`src/rtl/bank_req_arbiter_pkg.sv`:
```
// rtl/bank_req_arbiter_pkg.sv - shared widths, bank geometry and request types for the bank arbiter
package pkg_2;

  localparam int DATA_WIDTH = 8;
  localparam int ADDR_WIDTH = 6;
  localparam int NUM_BANKS  = 4;
  localparam int BANK_SEL_W = 2;

  localparam logic [15:0] CONFLICT_CNT_MAX = 16'hFFFF;

  // One memory request as carried through the arbiter at default widths.
  typedef struct packed {
    logic                  we;
    logic [ADDR_WIDTH-1:0] addr;
    logic [DATA_WIDTH-1:0] wdata;
  } mem_req_t;

  // Round-robin pointer: names the port that wins the next same-bank conflict.
  typedef enum logic {
    RR_A = 1'b0,
    RR_B = 1'b1
  } rr_sel_e;

endpackage

```
`src/rtl/bank_req_arbiter_port_hold_reg.sv`:
```
// rtl/bank_req_arbiter_port_hold_reg.sv - one-entry per-port hold register with ready and candidate selection
module port_hold_reg #(
  parameter int DATA_WIDTH = pkg_2::DATA_WIDTH,
  parameter int ADDR_WIDTH = pkg_2::ADDR_WIDTH
) (
  input  logic                  clk,
  input  logic                  rst,
  input  logic                  req_valid_i,
  output logic                  req_ready_o,
  input  logic                  req_we_i,
  input  logic [ADDR_WIDTH-1:0] req_addr_i,
  input  logic [DATA_WIDTH-1:0] req_wdata_i,
  input  logic                  issue_i,
  output logic                  cand_valid_o,
  output logic                  cand_we_o,
  output logic [ADDR_WIDTH-1:0] cand_addr_o,
  output logic [DATA_WIDTH-1:0] cand_wdata_o
);

  logic                  hold_valid_q, hold_valid_d;
  logic                  hold_we_q, hold_we_d;
  logic [ADDR_WIDTH-1:0] hold_addr_q, hold_addr_d;
  logic [DATA_WIDTH-1:0] hold_wdata_q, hold_wdata_d;
  logic                  accept;

  // A port with a parked entry refuses new work, which keeps per-port order intact.
  assign req_ready_o = ~hold_valid_q;
  assign accept      = req_valid_i & ~hold_valid_q;

  // Candidate for this cycle: the parked entry first, otherwise the request being accepted.
  always_comb begin
    cand_valid_o = 1'b0;
    cand_we_o    = req_we_i;
    cand_addr_o  = req_addr_i;
    cand_wdata_o = req_wdata_i;
    if (hold_valid_q) begin
      cand_valid_o = 1'b1;
      cand_we_o    = hold_we_q;
      cand_addr_o  = hold_addr_q;
      cand_wdata_o = hold_wdata_q;
    end else if (accept) begin
      cand_valid_o = 1'b1;
    end
  end

  // Park a freshly accepted request that lost arbitration; free the slot once it issues.
  always_comb begin
    hold_valid_d = hold_valid_q;
    hold_we_d    = hold_we_q;
    hold_addr_d  = hold_addr_q;
    hold_wdata_d = hold_wdata_q;
    if (hold_valid_q) begin
      if (issue_i) begin
        hold_valid_d = 1'b0;
      end
    end else if (accept && !issue_i) begin
      hold_valid_d = 1'b1;
      hold_we_d    = req_we_i;
      hold_addr_d  = req_addr_i;
      hold_wdata_d = req_wdata_i;
    end
  end

  // Hold register state; reset discards whatever was parked.
  always_ff @(posedge clk) begin
    if (rst) begin
      hold_valid_q <= 1'b0;
      hold_we_q    <= 1'b0;
      hold_addr_q  <= '0;
      hold_wdata_q <= '0;
    end else begin
      hold_valid_q <= hold_valid_d;
      hold_we_q    <= hold_we_d;
      hold_addr_q  <= hold_addr_d;
      hold_wdata_q <= hold_wdata_d;
    end
  end

endmodule

```
`src/rtl/bank_req_arbiter.sv`:
```
// rtl/bank_req_arbiter.sv - two-port request arbiter onto a 4-bank memory with round-robin conflict resolution
module bank_req_arbiter
  import pkg_2::*;
#(
  parameter int DATA_WIDTH = pkg_2::DATA_WIDTH,
  parameter int ADDR_WIDTH = pkg_2::ADDR_WIDTH
) (
  input  logic                  clk,
  input  logic                  rst,
  input  logic                  req_valid_a,
  input  logic                  req_valid_b,
  output logic                  req_ready_a,
  output logic                  req_ready_b,
  input  logic                  req_we_a,
  input  logic                  req_we_b,
  input  logic [ADDR_WIDTH-1:0] req_addr_a,
  input  logic [ADDR_WIDTH-1:0] req_addr_b,
  input  logic [DATA_WIDTH-1:0] req_wdata_a,
  input  logic [DATA_WIDTH-1:0] req_wdata_b,
  output logic                  mem_en_a,
  output logic                  mem_en_b,
  output logic                  mem_we_a,
  output logic                  mem_we_b,
  output logic [ADDR_WIDTH-1:0] mem_addr_a,
  output logic [ADDR_WIDTH-1:0] mem_addr_b,
  output logic [DATA_WIDTH-1:0] mem_wdata_a,
  output logic [DATA_WIDTH-1:0] mem_wdata_b,
  output logic [15:0]           conflict_cnt
);

  logic                  cand_valid_a, cand_valid_b;
  logic                  cand_we_a, cand_we_b;
  logic [ADDR_WIDTH-1:0] cand_addr_a, cand_addr_b;
  logic [DATA_WIDTH-1:0] cand_wdata_a, cand_wdata_b;
  logic [BANK_SEL_W-1:0] bank_a, bank_b;
  logic                  conflict;
  logic                  issue_a, issue_b;

  rr_sel_e               rr_ptr_q, rr_ptr_d;
  logic [15:0]           conflict_cnt_q, conflict_cnt_d;

  logic                  mem_en_a_q, mem_en_a_d, mem_en_b_q, mem_en_b_d;
  logic                  mem_we_a_q, mem_we_a_d, mem_we_b_q, mem_we_b_d;
  logic [ADDR_WIDTH-1:0] mem_addr_a_q, mem_addr_a_d, mem_addr_b_q, mem_addr_b_d;
  logic [DATA_WIDTH-1:0] mem_wdata_a_q, mem_wdata_a_d, mem_wdata_b_q, mem_wdata_b_d;

  port_hold_reg #(
    .DATA_WIDTH (DATA_WIDTH),
    .ADDR_WIDTH (ADDR_WIDTH)
  ) u_hold_a (
    .clk          (clk),
    .rst          (rst),
    .req_valid_i  (req_valid_a),
    .req_ready_o  (req_ready_a),
    .req_we_i     (req_we_a),
    .req_addr_i   (req_addr_a),
    .req_wdata_i  (req_wdata_a),
    .issue_i      (issue_a),
    .cand_valid_o (cand_valid_a),
    .cand_we_o    (cand_we_a),
    .cand_addr_o  (cand_addr_a),
    .cand_wdata_o (cand_wdata_a)
  );

  port_hold_reg #(
    .DATA_WIDTH (DATA_WIDTH),
    .ADDR_WIDTH (ADDR_WIDTH)
  ) u_hold_b (
    .clk          (clk),
    .rst          (rst),
    .req_valid_i  (req_valid_b),
    .req_ready_o  (req_ready_b),
    .req_we_i     (req_we_b),
    .req_addr_i   (req_addr_b),
    .req_wdata_i  (req_wdata_b),
    .issue_i      (issue_b),
    .cand_valid_o (cand_valid_b),
    .cand_we_o    (cand_we_b),
    .cand_addr_o  (cand_addr_b),
    .cand_wdata_o (cand_wdata_b)
  );

  // The bank is selected by the top address bits.
  assign bank_a = cand_addr_a[ADDR_WIDTH-1 -: BANK_SEL_W];
  assign bank_b = cand_addr_b[ADDR_WIDTH-1 -: BANK_SEL_W];

  // Same-bank collisions go to the port named by rr_ptr; the pointer then moves to the loser
  // so a parked request always wins its very next conflict.
  always_comb begin
    conflict       = cand_valid_a & cand_valid_b & (bank_a == bank_b);
    issue_a        = cand_valid_a & (~conflict | (rr_ptr_q == RR_A));
    issue_b        = cand_valid_b & (~conflict | (rr_ptr_q == RR_B));
    rr_ptr_d       = rr_ptr_q;
    conflict_cnt_d = conflict_cnt_q;
    if (conflict) begin
      rr_ptr_d = (rr_ptr_q == RR_A) ? RR_B : RR_A;
      if (conflict_cnt_q != CONFLICT_CNT_MAX) begin
        conflict_cnt_d = conflict_cnt_q + 16'd1;
      end
    end
  end

  // Issued fields are captured only on issue so idle cycles leave the last request visible.
  always_comb begin
    mem_en_a_d    = issue_a;
    mem_we_a_d    = mem_we_a_q;
    mem_addr_a_d  = mem_addr_a_q;
    mem_wdata_a_d = mem_wdata_a_q;
    mem_en_b_d    = issue_b;
    mem_we_b_d    = mem_we_b_q;
    mem_addr_b_d  = mem_addr_b_q;
    mem_wdata_b_d = mem_wdata_b_q;
    if (issue_a) begin
      mem_we_a_d    = cand_we_a;
      mem_addr_a_d  = cand_addr_a;
      mem_wdata_a_d = cand_wdata_a;
    end
    if (issue_b) begin
      mem_we_b_d    = cand_we_b;
      mem_addr_b_d  = cand_addr_b;
      mem_wdata_b_d = cand_wdata_b;
    end
  end

  // Arbiter and memory-side registers; reset drops every in-flight request.
  always_ff @(posedge clk) begin
    if (rst) begin
      rr_ptr_q       <= RR_A;
      conflict_cnt_q <= '0;
      mem_en_a_q     <= 1'b0;
      mem_we_a_q     <= 1'b0;
      mem_addr_a_q   <= '0;
      mem_wdata_a_q  <= '0;
      mem_en_b_q     <= 1'b0;
      mem_we_b_q     <= 1'b0;
      mem_addr_b_q   <= '0;
      mem_wdata_b_q  <= '0;
    end else begin
      rr_ptr_q       <= rr_ptr_d;
      conflict_cnt_q <= conflict_cnt_d;
      mem_en_a_q     <= mem_en_a_d;
      mem_we_a_q     <= mem_we_a_d;
      mem_addr_a_q   <= mem_addr_a_d;
      mem_wdata_a_q  <= mem_wdata_a_d;
      mem_en_b_q     <= mem_en_b_d;
      mem_we_b_q     <= mem_we_b_d;
      mem_addr_b_q   <= mem_addr_b_d;
      mem_wdata_b_q  <= mem_wdata_b_d;
    end
  end

  assign mem_en_a     = mem_en_a_q;
  assign mem_we_a     = mem_we_a_q;
  assign mem_addr_a   = mem_addr_a_q;
  assign mem_wdata_a  = mem_wdata_a_q;
  assign mem_en_b     = mem_en_b_q;
  assign mem_we_b     = mem_we_b_q;
  assign mem_addr_b   = mem_addr_b_q;
  assign mem_wdata_b  = mem_wdata_b_q;
  assign conflict_cnt = conflict_cnt_q;

endmodule
```
`config.mk`:
```
export PLATFORM = sky130hd
export DESIGN_NAME = bank_req_arbiter
export DESIGN_NICKNAME = d
export VERILOG_FILES = /design/src/rtl/bank_req_arbiter_pkg.sv /design/src/rtl/bank_req_arbiter_port_hold_reg.sv /design/src/rtl/bank_req_arbiter.sv
export SDC_FILE = /design/constraint.sdc
export NUM_CORES = 1
export LEC_CHECK = 0
export CAP_MARGIN = 40
export CORE_MARGIN = 2
export CORE_UTILIZATION = 47
export CTS_BUF_LIST = sky130_fd_sc_hd__clkbuf_8
export CTS_CLUSTER_DIAMETER = 100
export DETAILED_ROUTE_END_ITERATION = 8
export HOLD_SLACK_MARGIN = 0.08
export PLACE_DENSITY = 0.89
export SYNTH_ARGS = -nofsm -noshare
export SYNTH_HDL_FRONTEND = slang
export SYNTH_SLANG_ARGS = --single-unit
```
`constraint.sdc`:
```
create_clock -name clk -period 2.35 [get_ports clk]
set_input_delay 0.3525 -clock clk [delete_from_list [all_inputs] [get_ports clk]]
set_output_delay 0.3525 -clock clk [all_outputs]
set_load 0.01 [all_outputs]
```
Yosys cells after proc, flatten, opt, wreduce, memory -nomap -nowiden
Cells that the tools add are included.
- output and inout port bits: 50
- input bits: 34
- flip-flop bits (word level): 81
- logic and storage cells: 57
- multiplexer cells: 17
- reductions and logical operators: 7
- add/subtract/negate cells: 1
- equal/unequal tests: 2
- bitwise operators: 12
- operator list (kind ; count):
    $add A16 B1 Y16 const B ; 1
    $mux W8 ; 2
    $ne A16 B16 Y1 const B ; 1
    $mux W1 ; 13
    $mux W6 ; 2
    $and A1 B1 Y1 ; 6
    $reduce_and A2 Y1 ; 3
    $not A1 Y1 ; 4
    $eq A2 B2 Y1 ; 1
    $logic_and A1 B1 Y1 ; 2
    $logic_not A1 Y1 ; 2
    $or A1 B1 Y1 ; 2

Longest topological paths before layout
Gate-level depths: netlist (run 1).
- depth after elaboration: 13
- mapped depth: 8
- gate-level depth less buffers: 5

By module
Synthesis (run 1) repeated with hierarchy kept, for this count alone.
- cells, all modules: 412
- area total of the unflattened synthesis: 3752.3 um2
- by module, submodules not included (module ; instances ; cells each ; area an instance (um2)):
    bank_req_arbiter ; 1 ; 238 ; 1920.6
    port_hold_reg ; 2 ; 87 ; 915.9

Worst setup path after synthesis (run 1)
No wires, ideal clock.
- path type: register to register
- start point: register u_hold_a.hold_valid_q
- end point: register conflict_cnt_q[5] (netlist: conflict_cnt[5])
- data required time: 2.227 ns
- path slack: 0.036 ns
- data arrival time: 2.191 ns
- stages on the path, launching flop included: 8
- path through: dfxtp_1 buf_6 mux2i_1 xor2_1 or4_4 buf_6 nor4_2 mux2_1
- cells in the longest elaborated chain, start to end: 7
- ends and longest elaborated chain (element ; RTL line ; RTL):
    start: declaration ; bank_req_arbiter_port_hold_reg.sv:20 ; logic hold_valid_q, hold_valid_d;
    start signal: assignment ; bank_req_arbiter_port_hold_reg.sv:72 ; hold_valid_q <= hold_valid_d;
    $not A1 Y1 ; bank_req_arbiter_port_hold_reg.sv:28 ; assign accept = req_valid_i & ~hold_valid_q;
    $and A1 B1 Y1 ; bank_req_arbiter_port_hold_reg.sv:28 ;
    $mux W1 ; bank_req_arbiter_port_hold_reg.sv:41 ; end else if (accept) begin
    $mux W1 ; bank_req_arbiter_port_hold_reg.sv:36 ; if (hold_valid_q) begin
    $and A1 B1 Y1 ; bank_req_arbiter.sv:90 ; conflict = cand_valid_a & cand_valid_b & (bank_a == bank_b);
    $and A1 B1 Y1 * ; bank_req_arbiter.sv:90 ;
    $reduce_and A2 Y1 (no source line) * ; - ;
    end signal: assignment ; bank_req_arbiter.sv:140 ; conflict_cnt_q <= conflict_cnt_d;
    end: declaration ; bank_req_arbiter.sv:40 ; logic [15:0] conflict_cnt_q, conflict_cnt_d;
Mark *: on every way between the ends. The rest lies on a longest branch, timed or not.
A chain may end at the register's enable or synchronous reset.

Final worst setup path (run 1)
- start point: register u_hold_a.hold_valid_q
- end point: register conflict_cnt_q[3] (netlist: conflict_cnt[3])
The elaborated chain is that of the path after synthesis.

==> results.py, run 1 <==
metrics = {
    "die": {
        "die_h_um": 92.2,
        "die_w_um": 92.2,
        "design.portCount": 84,
        "initial_utilization": 0.478,
        "floorplan_die_area_um2": 8490,
        "rows": 32,
        "total_core_area_um2": 7650,
    },
    "synth": {
        "synth_top_cell_area_share": 0.444,
        "netlist_instances": 400,
        "synth-edff-count": 0,
        "post_synth_instance_area_um2": 3650,
        "synth_top_cells_by_area": "dfxtp_1 44%, mux2i_1 9.3%, nor2_1 6.9%, o31ai_1 3.7%, a221oi_1 3.4%",
        "sequential_share_of_the_synthesized_area": 0.444,
        "synthTopCellsByCount": "81 x dfxtp_1, 67 x nor2_1, 34 x mux2i_1",
        "yosys_warnings": 0,
        "async_set_or_reset_register_ratio_after_synthesis": 0,
        "yosysUniqueCellTypes": 43,
        "synth_top_cell_by_area": "dfxtp_1",
        "synth_ff_type": "dfxtp_1",
        "synthesis.area_per_instance_um2": 9.13,
        "yosysMostFrequentCell": "dfxtp_1",
        "synth_fp_nets": 435,
        "postSynthRegisterBits": 81,
    },
    "detailed_routing": {
        "detail_route.wirelength_um": 9420,
        "post_route_ant_nets": 0,
        "drc_errors": 0,
        "post_drt_via_cell_ratio": 5.71,
        "total_vias_in_the_final_route": 3398,
        "detail_route.wl_per_cell_um": 15.8,
        "detail_route.iter0.violations": 256,
        "first_pass_iters": 5,
    },
    "finish": {
        "multi_input_comb_area_um2": 1850,
        "area.sequential_um2": 1620,
        "final_nets": 523,
        "non_filler_instance_count_after_layout": 595,
        "finalCoreUtilization": 0.639,
        "layout.cell_area.non_filler_um2": 4890,
        "drive_gt1_frac": 0.101,
        "num_antenna_cells": 0,
        "n_fill_cell": 610,
        "area_delta_synth_final_pct": 33.7,
    },
    "sta": {
        "final_hold_viol_count": 0,
        "worst_hold_slack_ps": 407,
        "slew_violations": 0,
        "layout_worst_path_cycle_share": 0.937,
        "timing.clock.skew_ps": 9.32,
        "max_freq_ghz": 0.454,
        "grt_setup_unrepaired": "false",
        "least_setup_slack_across_all_paths_after_layout_ps": 148,
        "timing.final.setup_violations": 0,
        "setup_tns_ps": 0,
        "max_slew.worst_pin.slew_ps": 517,
        "post-route-min-period_ps": 2200,
        "maxSlewHeadroom": 0.654,
    },
    "pwr": {
        "power_mw": 2.95,
        "intPower_mw": 2.20,
        "clkPwrFrac": 0.344,
        "comb_power_share": 0.156,
        "worst_case_vdd_ir_drop_v": 0.000611,
        "static-leakage-power_nw": 1.75,
        "powerDensity_nw_per_um2": 603,
        "power.share.switching": 0.253,
        "switchingPower_mw": 0.746,
        "power_frac_seq": 0.500,
    },
    "cts": {
        "tritoncts.num_buffers": 9,
        "cts.sink_count": 81,
        "post_cts.resized_instances": 0,
        "clock_tree.buffer_depth": 2,
        "clock_insertion_delay_worst_skew_ps": 350,
        "tritoncts": "yes",
        "postCtsSetupRepairBufs": 0,
        "h-tree-depth": 3,
        "cts_root_buffer": "clkbuf_8",
        "hold_buffers": 0,
        "clkSlewWorstSetupHoldPaths_ps": 80,
    },
    "hold_path": {
        "min-delay-path-class": "input pin to flip-flop",
        "min_from": "rst",
        "worstHoldPathCells": 2,
    },
    "placement": {
        "detailed_place_hpwl_um": 6600,
        "pre_cts_slack_ps": -210,
        "post_dp_cell_area_um2": 4680,
        "globalplace.congestion": 0.865,
        "dp_cells": 579,
        "placement.io_buffers": 83,
    },
    "global_routing": {
        "grt_antenna_before_repair": 0,
        "combined_global_route_utilization_of_all_metal_layers": 0.223,
        "grt_max_degree": 35,
        "grt_pass1_wl_um": 15300,
        "grt_pass1_vias": 3382,
        "gr-total-overflow": 0,
    },
    "worst_setup_path": {
        "critical_path.startpoint_type": "flip-flop",
        "cp-end-kind": "flip-flop",
        "worst_setup_path_endpoint": "conflict_cnt[3]$_SDFFE_PP0P_",
        "rr_worst_depth": 6,
        "timing.critical_path.arrival_ps": 2480,
        "worstSetupStartpoint": "u_hold_a.hold_valid_q$_SDFF_PP0_",
        "timing.rr.end": "conflict_cnt[3]$_SDFFE_PP0P_",
        "crit-reg2reg-launch": "u_hold_a.hold_valid_q$_SDFF_PP0_",
        "r2r_slack_ps": 150,
        "cp_max_fanout": 11,
        "critPathRequiredTime_ps": 2630,
        "timing_worst_setup_path_type": "flip-flop to flip-flop",
    },
    "job": {
        "timing.max_cap.violations": 0,
    },
    "outcome": {
        "outcome": "finished clean",
    },
}
==> layer usage <==
metal / part of all wire / GRT usage / vias up
met5: 0 / 0 / -
met4: 0.015 / 0.0734 / 0
met3: 0.047 / 0.0534 / 16
met2: 0.52 / 0.395 / 95
met1: 0.42 / 0.263 / 1649
li1: - / - / 1638
==> kinds of logic (layout without fill, tap and decap cells) <==
logic type,after synthesis,after routing,synth area share
AND/OR/NAND/NOR,138,138,0.193
AO/OA/AOI/OAI,93,93,0.193
adder cells (fa/ha/maj),1,1,0.00342
flip-flops,81,81,0.444
multiplexers,35,35,0.0962
XOR/XNOR,5,5,0.0120
buffers and inverters,47,140,0.0582
==> final cells by class <==
type	instances	area share
inverters	18	0.0138
clock buffers	10	0.0282
flip-flops and latches	81	0.332
well taps	102	0.0261
repair buffers	106	0.209
clock inverters	6	0.0120
multi-input cells	272	0.378
==> power groups by stage <==
stage	sequential (mW)	clock [mW]	combinational, mW
6_report	1.47	1.01	0.459
5_1_grt	1.48	1.09	0.493
4_1_cts	1.47	1.03	0.459
3_5_place_dp	1.50	0	0.455
3_3_place_gp	1.50	0	0.440
2_1_floorplan	1.52	0	0.195
==> state kept, by name, indices dropped and copies added, names as in the netlist, 6 cells and up <==
register and count:
mem_addr_b 6, u_hold_b.hold_wdata_q 8, mem_wdata_a 8, u_hold_a.hold_wdata_q 8
conflict_cnt 16, mem_wdata_b 8, mem_addr_a 6, u_hold_b.hold_addr_q 6
u_hold_a.hold_addr_q 6
==> layout by cell type (no fill, tap or decap), types with 13 or more instances in the layout <==
cell type,n
clkdlybuf4s50_1,82
dfxtp_1,80
nor2_1,67
mux2i_1,33
buf_4,21
inv_1,19
o31ai_1,18
a221oi_1,14
a21oi_1,13
a22o_1,13
o22a_1,13
==> critical path, cell delays in order, from the launching register on <==
cell and delay (ps):
dfxtp_1 420, mux2i_2 290, xor2_1 140, or4_4 610, buf_4 200, or3_1 340
a21oi_1 140
==> how the worst min path moves through the flow <==
stage	end	slack [ps]
6_report	u_hold_a.hold_wdata_q[0]$_SDFFE_PP0P_	410
5_1_grt	u_hold_a.hold_wdata_q[0]$_SDFFE_PP0P_	410
4_1_cts	u_hold_a.hold_wdata_q[4]$_SDFFE_PP0P_	400
3_5_place_dp	mem_wdata_a[5]$_SDFFE_PP0P_	460
3_3_place_gp	mem_wdata_a[7]$_SDFFE_PP0P_	460
2_1_floorplan	u_hold_a.hold_addr_q[4]$_SDFFE_PP0P_	460
No activity file was read; power rests on OpenSTA's default activity.
==> run 2, diff against run 1 <==
--- a/config.mk
+++ b/config.mk
@@ -13,6 +13,7 @@
 export DETAILED_ROUTE_END_ITERATION = 8
 export HOLD_SLACK_MARGIN = 0.08
 export PLACE_DENSITY = 0.89
+export REMOVE_ABC_BUFFERS = 1
 export SYNTH_ARGS = -nofsm -noshare
 export SYNTH_HDL_FRONTEND = slang
 export SYNTH_SLANG_ARGS = --single-unit
==> run 2 against run 1 <==
Against the previous run: clock skew is 2.9 ps higher; sequential share of layout area is 0.52 points lower; wire length is 1.3% lower; final cell count is 0.84% higher; sequential power hardly changed.
==> results.py, run 2 (synthesized netlist as in run 1, its figures left out) <==
metrics = {
    "cts": {
        "tritoncts": "yes",
        "clock_insertion_delay_worst_skew_ps": 350,
        "tritoncts.num_buffers": 9,
        "clkSlewWorstSetupHoldPaths_ps": 90,
        "clock_tree.buffer_depth": 2,
        "cts_root_buffer": "clkbuf_8",
        "cts.sink_count": 81,
        "h-tree-depth": 3,
        "postCtsSetupRepairBufs": 0,
    },
    "pwr": {
        "powerDensity_nw_per_um2": 632,
        "intPower_mw": 2.42,
        "comb_power_share": 0.146,
        "worst_case_vdd_ir_drop_v": 0.000303,
        "clkPwrFrac": 0.386,
        "switchingPower_mw": 0.723,
        "power.share.switching": 0.230,
        "power_frac_seq": 0.468,
        "static-leakage-power_nw": 1.81,
    },
    "placement": {
        "pre_cts_slack_ps": -227,
        "post_dp_cell_area_um2": 4710,
        "detailed_place_hpwl_um": 6570,
        "placement.io_buffers": 83,
        "globalplace.congestion": 0.865,
    },
    "sta": {
        "timing.clock.skew_ps": 12.2,
        "slew_violations": 0,
        "grt_setup_unrepaired": "false",
        "least_setup_slack_across_all_paths_after_layout_ps": 133,
        "worst_hold_slack_ps": 439,
        "max_slew.worst_pin.slew_ps": 438,
        "timing.final.setup_violations": 0,
        "max_freq_ghz": 0.451,
        "final_hold_viol_count": 0,
        "maxSlewHeadroom": 0.708,
        "post-route-min-period_ps": 2220,
        "layout_worst_path_cycle_share": 0.943,
    },
    "global_routing": {
        "grt_max_degree": 32,
        "grt_antenna_before_repair": 0,
        "grt_pass1_vias": 3387,
        "gr-total-overflow": 0,
        "combined_global_route_utilization_of_all_metal_layers": 0.226,
        "grt_pass1_wl_um": 15600,
    },
    "worst_setup_path": {
        "timing.critical_path.arrival_ps": 2500,
        "cp_max_fanout": 11,
        "critical_path.startpoint_type": "input pin",
        "worstSetupStartpoint": "req_addr_b[5]",
        "crit-reg2reg-launch": "u_hold_a.hold_valid_q$_SDFF_PP0_",
        "critPathRequiredTime_ps": 2630,
        "timing_worst_setup_path_type": "input pin to flip-flop",
        "cp-end-kind": "flip-flop",
    },
    "finish": {
        "num_antenna_cells": 0,
        "final_nets": 528,
        "area_delta_synth_final_pct": 36.0,
        "layout.cell_area.non_filler_um2": 4970,
        "final_cell_mix": "82 x clkdlybuf4s50_1, 79 x dfxtp_1, 67 x nor2_1",
        "finalCoreUtilization": 0.650,
        "layout_commonest_cell": "clkdlybuf4s50_1",
        "drive_gt1_frac": 0.114,
        "largest_register_ff_count": 16,
    },
    "die": {
        "initial_utilization": 0.478,
        "die_h_um": 92.2,
        "total_core_area_um2": 7650,
        "design.portCount": 84,
        "floorplan_die_area_um2": 8490,
        "rows": 32,
        "die_w_um": 92.2,
    },
    "detailed_routing": {
        "detail_route.iter0.violations": 172,
        "post_drt_via_cell_ratio": 5.61,
        "total_vias_in_the_final_route": 3368,
        "first_pass_iters": 4,
        "post_route_ant_nets": 0,
        "detail_route.wirelength_um": 9310,
        "drc_errors": 0,
        "detail_route.wl_per_cell_um": 15.5,
    },
    "outcome": {
        "outcome": "finished clean",
    },
    "hold_path": {
        "min-delay-path-class": "input pin to flip-flop",
        "min_from": "rst",
    },
    "job": {
        "timing.max_cap.violations": 0,
    },
}
-- run 2: cell types whose count changed in the layout (fill, tap and decap cells not counted), moves of 2 or more --
cell / delta
bufinv_16: +2
buf_4: +6
mux2i_2: +3
mux2i_1: -3
nor3_2: -2
-- run 2: timing repair --
| action | in CTS | in global routing |
|---|---|---|
| resized for setup | 0 | 6 |
| hold buffers | 0 | 0 |
| setup endpoints to repair | 0 | 6 |
-- run 2: per-layer routing --
layer	wire [um]	track usage
met1	4050	0.269
met4	136	0.0784
met5	0	0
met2	4680	0.400
met3	436	0.0509
-- run 2: final cells by class --
type	instances	area, um^2
repair buffers	111	1050
inverters	18	67.6
multi-input cells	272	1860
well taps	102	128
clock inverters	6	106
flip-flops and latches	81	1620
fillers	614	2680
clock buffers	10	138
-- run 2: through the flow --
| step | cells | power, mW | TNS [ps] |
|---|---|---|---|
| floorplan | 371 | 1.68 | -32360 |
| global placement | 584 | 1.94 | -1630 |
| detailed placement | 584 | 1.96 | -2210 |
| CTS | 600 | 3.16 | 0 |
| global route | 600 | 3.26 | 0 |
| finish | 600 | 3.14 | 0 |
-- run 2: final timing paths --
path                                  endpoint  slack [ps]  depth (start not counted)
setup / recovery  conflict_cnt[3]$_SDFFE_PP0P_         130                          7
hold / removal    conflict_cnt[2]$_SDFFE_PP0P_         440                          2
setup reg to reg  conflict_cnt[3]$_SDFFE_PP0P_         150                          6
hold reg to reg          mem_we_a$_SDFFE_PP0P_         480                          1
-- run 2: worst max-delay path, stage by stage --
cell and delay [ps]:
clkdlybuf4s50_1 450, mux2i_2 220, xor2_1 140, or4_4 640, buf_4 190, or3_1 350
a21oi_1 160
-- run 2: power groups by stage --
stage	combinational, mW	sequential (mW)	clock (mW)
2_1_floorplan	0.160	1.52	0
3_3_place_gp	0.442	1.50	0
6_report	0.459	1.47	1.21
4_1_cts	0.458	1.47	1.23
5_1_grt	0.496	1.48	1.29
3_5_place_dp	0.454	1.50	0
